## src/rtl/sw_pkg.sv

```systemverilog
// Status-word bit layout and writer FSM encoding, shared by the SW register,
// the flag writer and the branch unit.
package sw_pkg;
  localparam int SW_W     = 2;
  localparam int SW_Z_BIT = 0;
  localparam int SW_N_BIT = 1;

  typedef enum logic [1:0] {
    IDLE  = 2'd0,
    EVAL  = 2'd1,
    WRITE = 2'd2,
    CHECK = 2'd3
  } sw_wr_state_t;
endpackage

```

## src/rtl/sw_flag_calc.sv

```systemverilog
// Derives N/Z from a result and merges them into the current SW under a
// per-flag mask; purely combinational so the branch unit can reuse it.
module sw_flag_calc
  import sw_pkg::*;
#(
  parameter int DATA_W = 8
) (
  input  logic [DATA_W-1:0] i_res,
  input  logic [SW_W-1:0]   i_mask,
  input  logic [SW_W-1:0]   i_sw_q,
  output logic [SW_W-1:0]   o_sw_new,
  output logic              o_any_upd
);
  logic [SW_W-1:0] w_flag;

  always_comb begin
    w_flag           = '0;
    w_flag[SW_N_BIT] = i_res[DATA_W-1];
    w_flag[SW_Z_BIT] = (i_res == '0);
  end

  assign o_sw_new  = (i_mask & w_flag) | (~i_mask & i_sw_q);
  assign o_any_upd = |i_mask;
endmodule

```

## src/rtl/sw_flag_writer.sv

```systemverilog
// Writer-side controller for the 2-bit status word. Define SW_READBACK_CHECK_EN
// to add the read-back CHECK state and the sticky err_o.
module sw_flag_writer
  import sw_pkg::*;
#(
  parameter int DATA_W = 8
) (
  input  logic              clk_i,
  input  logic              rst_ni,
  input  logic              res_valid_i,
  output logic              res_ready_o,
  input  logic [DATA_W-1:0] res_i,
  input  logic [1:0]        upd_mask_i,
  input  logic [1:0]        sw_q_i,
  output logic              sw_wen_o,
  output logic [1:0]        sw_d_o,
  input  logic              clr_err_i,
  output logic              err_o,
  output logic [7:0]        upd_cnt_o
);
  sw_wr_state_t      r_state, w_next;
  logic [DATA_W-1:0] r_res;
  logic [SW_W-1:0]   r_mask;
  logic [SW_W-1:0]   r_sw_d;
  logic [7:0]        r_cnt;
  logic [SW_W-1:0]   w_sw_new;
  logic              w_any_upd;

  sw_flag_calc #(.DATA_W(DATA_W)) u_calc (
    .i_res     (r_res),
    .i_mask    (r_mask),
    .i_sw_q    (sw_q_i),
    .o_sw_new  (w_sw_new),
    .o_any_upd (w_any_upd)
  );

  always_ff @(posedge clk_i or negedge rst_ni) begin
    if (!rst_ni) r_state <= IDLE;
    else         r_state <= w_next;
  end

  always_comb begin
    w_next = r_state;
    case (r_state)
      IDLE:  if (res_valid_i) w_next = EVAL;
      EVAL:  w_next = w_any_upd ? WRITE : IDLE;
`ifdef SW_READBACK_CHECK_EN
      WRITE: w_next = CHECK;
`else
      WRITE: w_next = IDLE;
`endif
      CHECK: w_next = IDLE;
      default: w_next = IDLE;
    endcase
  end

  // sw_d only changes when a write will follow, so it always holds the last written word
  always_ff @(posedge clk_i or negedge rst_ni) begin
    if (!rst_ni) begin
      r_res  <= '0;
      r_mask <= '0;
      r_sw_d <= '0;
      r_cnt  <= '0;
    end else begin
      if (r_state == IDLE && res_valid_i) begin
        r_res  <= res_i;
        r_mask <= upd_mask_i;
      end
      if (r_state == EVAL && w_any_upd) r_sw_d <= w_sw_new;
      if (r_state == WRITE)             r_cnt  <= r_cnt + 8'd1;
    end
  end

`ifdef SW_READBACK_CHECK_EN
  logic r_err;

  // a fresh mismatch outranks a simultaneous clear
  always_ff @(posedge clk_i or negedge rst_ni) begin
    if (!rst_ni)                                  r_err <= 1'b0;
    else if (r_state == CHECK && sw_q_i != r_sw_d) r_err <= 1'b1;
    else if (clr_err_i)                           r_err <= 1'b0;
  end

  assign err_o = r_err;
`else
  logic w_unused_clr;
  assign w_unused_clr = clr_err_i;
  assign err_o        = 1'b0;
`endif

  assign res_ready_o = (r_state == IDLE);
  assign sw_wen_o    = (r_state == WRITE);
  assign sw_d_o      = r_sw_d;
  assign upd_cnt_o   = r_cnt;
endmodule

```

## config.mk

```make
export PLATFORM = sky130hd
export DESIGN_NAME = sw_flag_writer
export DESIGN_NICKNAME = d
export VERILOG_FILES = /design/src/rtl/sw_pkg.sv /design/src/rtl/sw_flag_calc.sv /design/src/rtl/sw_flag_writer.sv
export SDC_FILE = /design/constraint.sdc
export NUM_CORES = 1
export LEC_CHECK = 0
export ABC_AREA = 1
export BUFFER_PORTS_ARGS = -buffer_cell sky130_fd_sc_hd__clkbuf_2
export CAP_MARGIN = 5
export CORE_ASPECT_RATIO = 0.75
export CORE_MARGIN = 8
export CORE_UTILIZATION = 25
export DETAILED_ROUTE_END_ITERATION = 7
export PLACE_DENSITY = 0.5
export SETUP_SLACK_MARGIN = 0.2
export SYNTH_ARGS = -nofsm -noshare
export SYNTH_HDL_FRONTEND = slang
export SYNTH_SLANG_ARGS = --single-unit
```

## constraint.sdc

```tcl
create_clock -name clk_i -period 1.4 [get_ports clk_i]
set_input_delay 0.14 -clock clk_i [delete_from_list [all_inputs] [get_ports clk_i]]
set_output_delay 0.14 -clock clk_i [all_outputs]
set_load 0.005 [all_outputs]
```

* Yosys cells after proc, flatten, opt, wreduce, memory -nomap -nowiden *
Index checks and enable logic that the tools add are counted.

cells by class
  $add $sub $neg = 1
  multipliers = 0
  divide/modulo/power cells = 0
  $lt $le $gt $ge = 0
  equal/unequal tests = 4
  shift operators = 0
  muxes and demuxes = 3
  bitwise operators = 4
  reductions and logical operators = 6

operators with widths
  operator             number
  $add 8x1->8 const B  1
  $logic_not 8->1      1
  $pmux 2 s3           1
  $and 2x2->2          2
  $eq 2x2->1 const B   2
  $mux 2               2
  $reduce_or 2->1      2
  $eq 2x1->1 const B   1
  $logic_and 1x1->1    2
  $logic_not 2->1      1
  $ne 2x2->1 const B   1
  $not 2->2            1
  $or 2x2->2           1

storage, ports and cells
  register bits after elaboration = 22
  bits in latches = 0
  bits in writable memories = 0
  memory bits (read-only) = 0
  input port bits = 16
  output and inout port bits = 13
  logic and storage cells = 23
  memories = 0

* Depth between registers and ports, before layout *
  depth after elaboration = 3
  gate-level depth with buffers = 7
  gate-level depth less buffers = 7

* Hierarchy *
Synthesis repeated with hierarchy kept, for this count alone.

unflattened totals
  cell total of the unflattened synthesis = 125
  area total of the unflattened synthesis = 1021.0 um2

by module, submodules not included
  module          times used  cells each  area an instance (um2)  seq. area each (um2)
  sw_flag_writer  1           108         950.9                   550.5
  sw_flag_calc    1           17          70.1                    0.0

* Worst setup path after synthesis *
Ideal clock, no wire load.

  path kind = reg-to-reg
  start point = register r_state[1]
  end point = register r_mask[1]
  library setup time = 118 ps
  arrival = 910 ps
  data required time = 1282 ps
  slack = 372 ps
  stages on the path, launching flop included = 6
  path buffers = 1
  period minus slack after synthesis = 1028 ps
  cells stage by stage = dfrtp_1 -> nor2_2 -> nand2_2 -> inv_4 -> buf_12 -> o21ai_2

on the way
  longest elaborated chain between the ends = 2

RTL lines
  item                    line                  source
  from (decl)             sw_flag_writer.sv:21  sw_wr_state_t r_state, w_next;
  from (signal assigned)  sw_flag_writer.sv:39  else r_state <= w_next;
  $logic_not 2->1         --
  net res_ready_o         sw_flag_writer.sv:11  output logic res_ready_o,
  $logic_and 1x1->1       sw_flag_writer.sv:65  if (r_state == IDLE && res_valid_i) begin
  to (signal assigned)    sw_flag_writer.sv:67  r_mask <= upd_mask_i;
  to (decl)               sw_flag_writer.sv:23  logic [SW_W-1:0] r_mask;

The timed path passes the listed nets, and every way through them passes these cells.
A chain may end at the register's enable or synchronous reset.

* Final worst setup path *
  start point = register r_state[1]
  end point = output port sw_wen_o

on the way
  longest elaborated chain between the ends = 1

RTL lines
  item        line                  source
  $eq 2x2->1  sw_flag_writer.sv:92  assign sw_wen_o = (r_state == WRITE);
  to (decl)   sw_flag_writer.sv:15  output logic sw_wen_o,

Every way passes these cells.

==> results.ini <==
[routing]
wl_per_cell_um=10.2
ant_nets=0
vias=821
drc_errors=0
initialDrtViolationCount=29
first_pass_iters=4
wl_um=2130
drt-vias-per-instance=3.93

[global_route]
grt.total_usage_pct=7.00
grt_overflow=0
grt_pass1_wl_um=3660
grt_max_degree=23
grt-busiest-layer=met2
grt_pass1_vias=810
use_met3_pct=2.82
antenna_found_initial=0
met1_usage_pct=7.96
use_met2_pct=11.3

[setup_path]
r2r-end=upd_cnt_o[6]$_DFFE_PN0P_
endpoint_kind=primary output
critPathRequiredTime_ns=1.26
crit_arrival_ns=0.98
rrSetupSlack_ns=0.30
critPathMaxFanout=4
ff2ff_path_depth=8
crit_type=flop to primary output
start_kind=flop
worstReg2RegStart=r_state[1]$_DFFE_PN0P_

[floorplan]
core_sq_um=4000
initial_core_util_pct=25.9
fp.dieH_um=71.8
die_area_sq_um=6480
fp-row-count=20
die_x_um=90.3
ios=29

[sta]
fin_crit_sh_pct=80.1
worst_slew_pin_slew_ns=0.544
setup_viol=0
finalSetupTns_ns=0
slew_headroom_pct=63.7
finalCriticalPeriod_ns=1.12
rsz0062_at_grt=true
maxSlewViolCount=0
timing.fmax_mhz=892
finalHoldViolCount=0
fin_skew_ns=0.00592

[cells_and_area]
diodes=0
finalNetCount=172
layout_commonest_cell=nand2_1
layout-drive-gt1-share_pct=31.2
layout_common_cells=nand2_1, clkbuf_2, dfrtp_1
fill_cells=444
finalNonFillerCells=209
synthToLayoutAreaGrowth_pct=27.3
fin_util_pct=32.9

[clock_tree]
tritoncts=built
cts.sinks=22
ctsLongestPathBuffers=2
htree_levels=1
clkSlewWorstSetupHoldPaths_ns=0.08
root_buffer=clkbuf_8
insertion_delay_ns=0.26
numCtsBuffers=3

[power]
seq_power_share_pct=43.9
max-vdd-ir-drop_mv=0.505
p_comb_share_pct=30.3
p_switching_mw=0.754
p_leak_nw=0.708
powerDensity_nw_per_um2=1740
p_int_mw=1.54
clock_power_share_pct=25.8
p_sw_share_pct=32.8

[min_path]
holdPathEnd=r_res[3]$_DFFE_PN0P_
hold_depth=3
hp-class=input port to flop
hp-start=res_i[3]

[yosys]
netlist.area_leader.share_pct=53.1
synth_seq_area_share_pct=53.1
syn_inst=122
synth.net_count=139
avgSynthCellArea_sq_um=8.49
yosysWarnings=0
synth_cell_types=22
yosys-top-cells-area=dfrtp_1, nand2_1, inv_1
syn_area_sq_um=1040
ys_ff_latch=22
yosysTopAreaCell=dfrtp_1

[outcome]
outcome=completed

[placed_design]
gp_congestion=0.704
dp_cells=201
dp_hpwl_um=1710
io_buffers=26

[flow_run]
cap_violations=0

[cell families after synthesis]
logic type / Yosys count / share of synthesized area [%]
AND/OR/NAND/NOR: 66 / 27.1
flip-flops: 22 / 53.1
buffers and inverters: 21 / 9.78
AO/OA/AOI/OAI: 8 / 5.92
XOR/XNOR: 3 / 2.54
adder cells (fa/ha/maj): 1 / 1.21
other: 1 / 0.362
[per-layer routing]
| layer | part of all wire, % | wire length (um) |
|---|---|---|
| met1 | 48 | 1010 |
| met2 | 46 | 986 |
| met3 | 4.5 | 96 |
| met4 | 1.6 | 34 |
| met5 | 0 | 0 |
[registers in the layout, indices dropped and copies added (netlist names)]
register and count:
r_state 2, sw_d_o 2, upd_cnt_o 8, r_mask 2, r_res 8
[synthesized netlist by cell type, drive strengths merged]
library cell  count
conb              1
ha                1
nor2             12
a21oi             1
xor2              2
or2               2
o21ai             6
nand3             6
xnor2             1
buf               2
inv              19
o211ai            1
nand2            46
dfrtp            22
[how the worst max path moves through the flow]
stage                                       from                  endpoint  slack [ns]  cells past startpoint
final                     r_state[1]$_DFFE_PN0P_                  sw_wen_o        0.28                      3
after CTS                 r_state[0]$_DFFE_PN0P_                  sw_wen_o        0.20                      2
after floorplan           r_state[1]$_DFFE_PN0P_     r_mask[1]$_DFFE_PN0P_        0.37                      5
after detailed placement  r_state[1]$_DFFE_PN0P_      r_res[5]$_DFFE_PN0P_        0.27                      4
after global placement    r_state[0]$_DFFE_PN0P_  upd_cnt_o[7]$_DFFE_PN0P_        0.29                      6
after global routing      r_state[0]$_DFFE_PN0P_  upd_cnt_o[7]$_DFFE_PN0P_        0.18                      6
[metrics by stage]
step,total power [mW],hold WS (ns),area (sq um),setup slack (ns)
after floorplan,1.46,-0.156,1040,0.372
after global placement,1.66,0.153,1210,0.291
after detailed placement,1.70,0.154,1210,0.273
after CTS,2.31,0.0665,1300,0.201
after global routing,2.48,0.0724,1320,0.175
final,2.30,0.0692,1320,0.279
[power groups by stage]
stage | clock network, mW | registers (mW) | logic, mW
floorplan | 0 | 0.996 | 0.466
global placement | 0 | 1.01 | 0.649
detailed placement | 0 | 1.02 | 0.671
CTS | 0.609 | 1.01 | 0.691
global route | 0.634 | 1.04 | 0.804
finish | 0.593 | 1.01 | 0.697
[repair_timing]
action / CTS / global route
buffers inserted: 1 / 2
gates resized for setup: 0 / 3
setup endpoints to repair: 1 / 9
hold buffers: 1 / 0
hold endpoints to repair: 22 / 0
pin swaps: 0 / 1
[final cells by class]
| cell class | instances | area, sq um | share of cell area (%) |
|---|---|---|---|
| inverter | 19 | 76.3 | 5.79 |
| clock inverter | 1 | 30.0 | 2.28 |
| tap | 55 | 68.8 | 5.22 |
| sequential | 22 | 551 | 41.7 |
| clock buffer | 3 | 41.3 | 3.13 |
| multi-input combinational | 79 | 389 | 29.5 |
| timing repair buffer | 30 | 163 | 12.3 |
[critical path, cell delays in order, from the launching register on]
cell,delay [ns]
dfrtp_1,0.40
inv_2,0.06
nor2_4,0.13
clkbuf_2,0.13
Note: power is estimated with default switching activity, not from simulation.
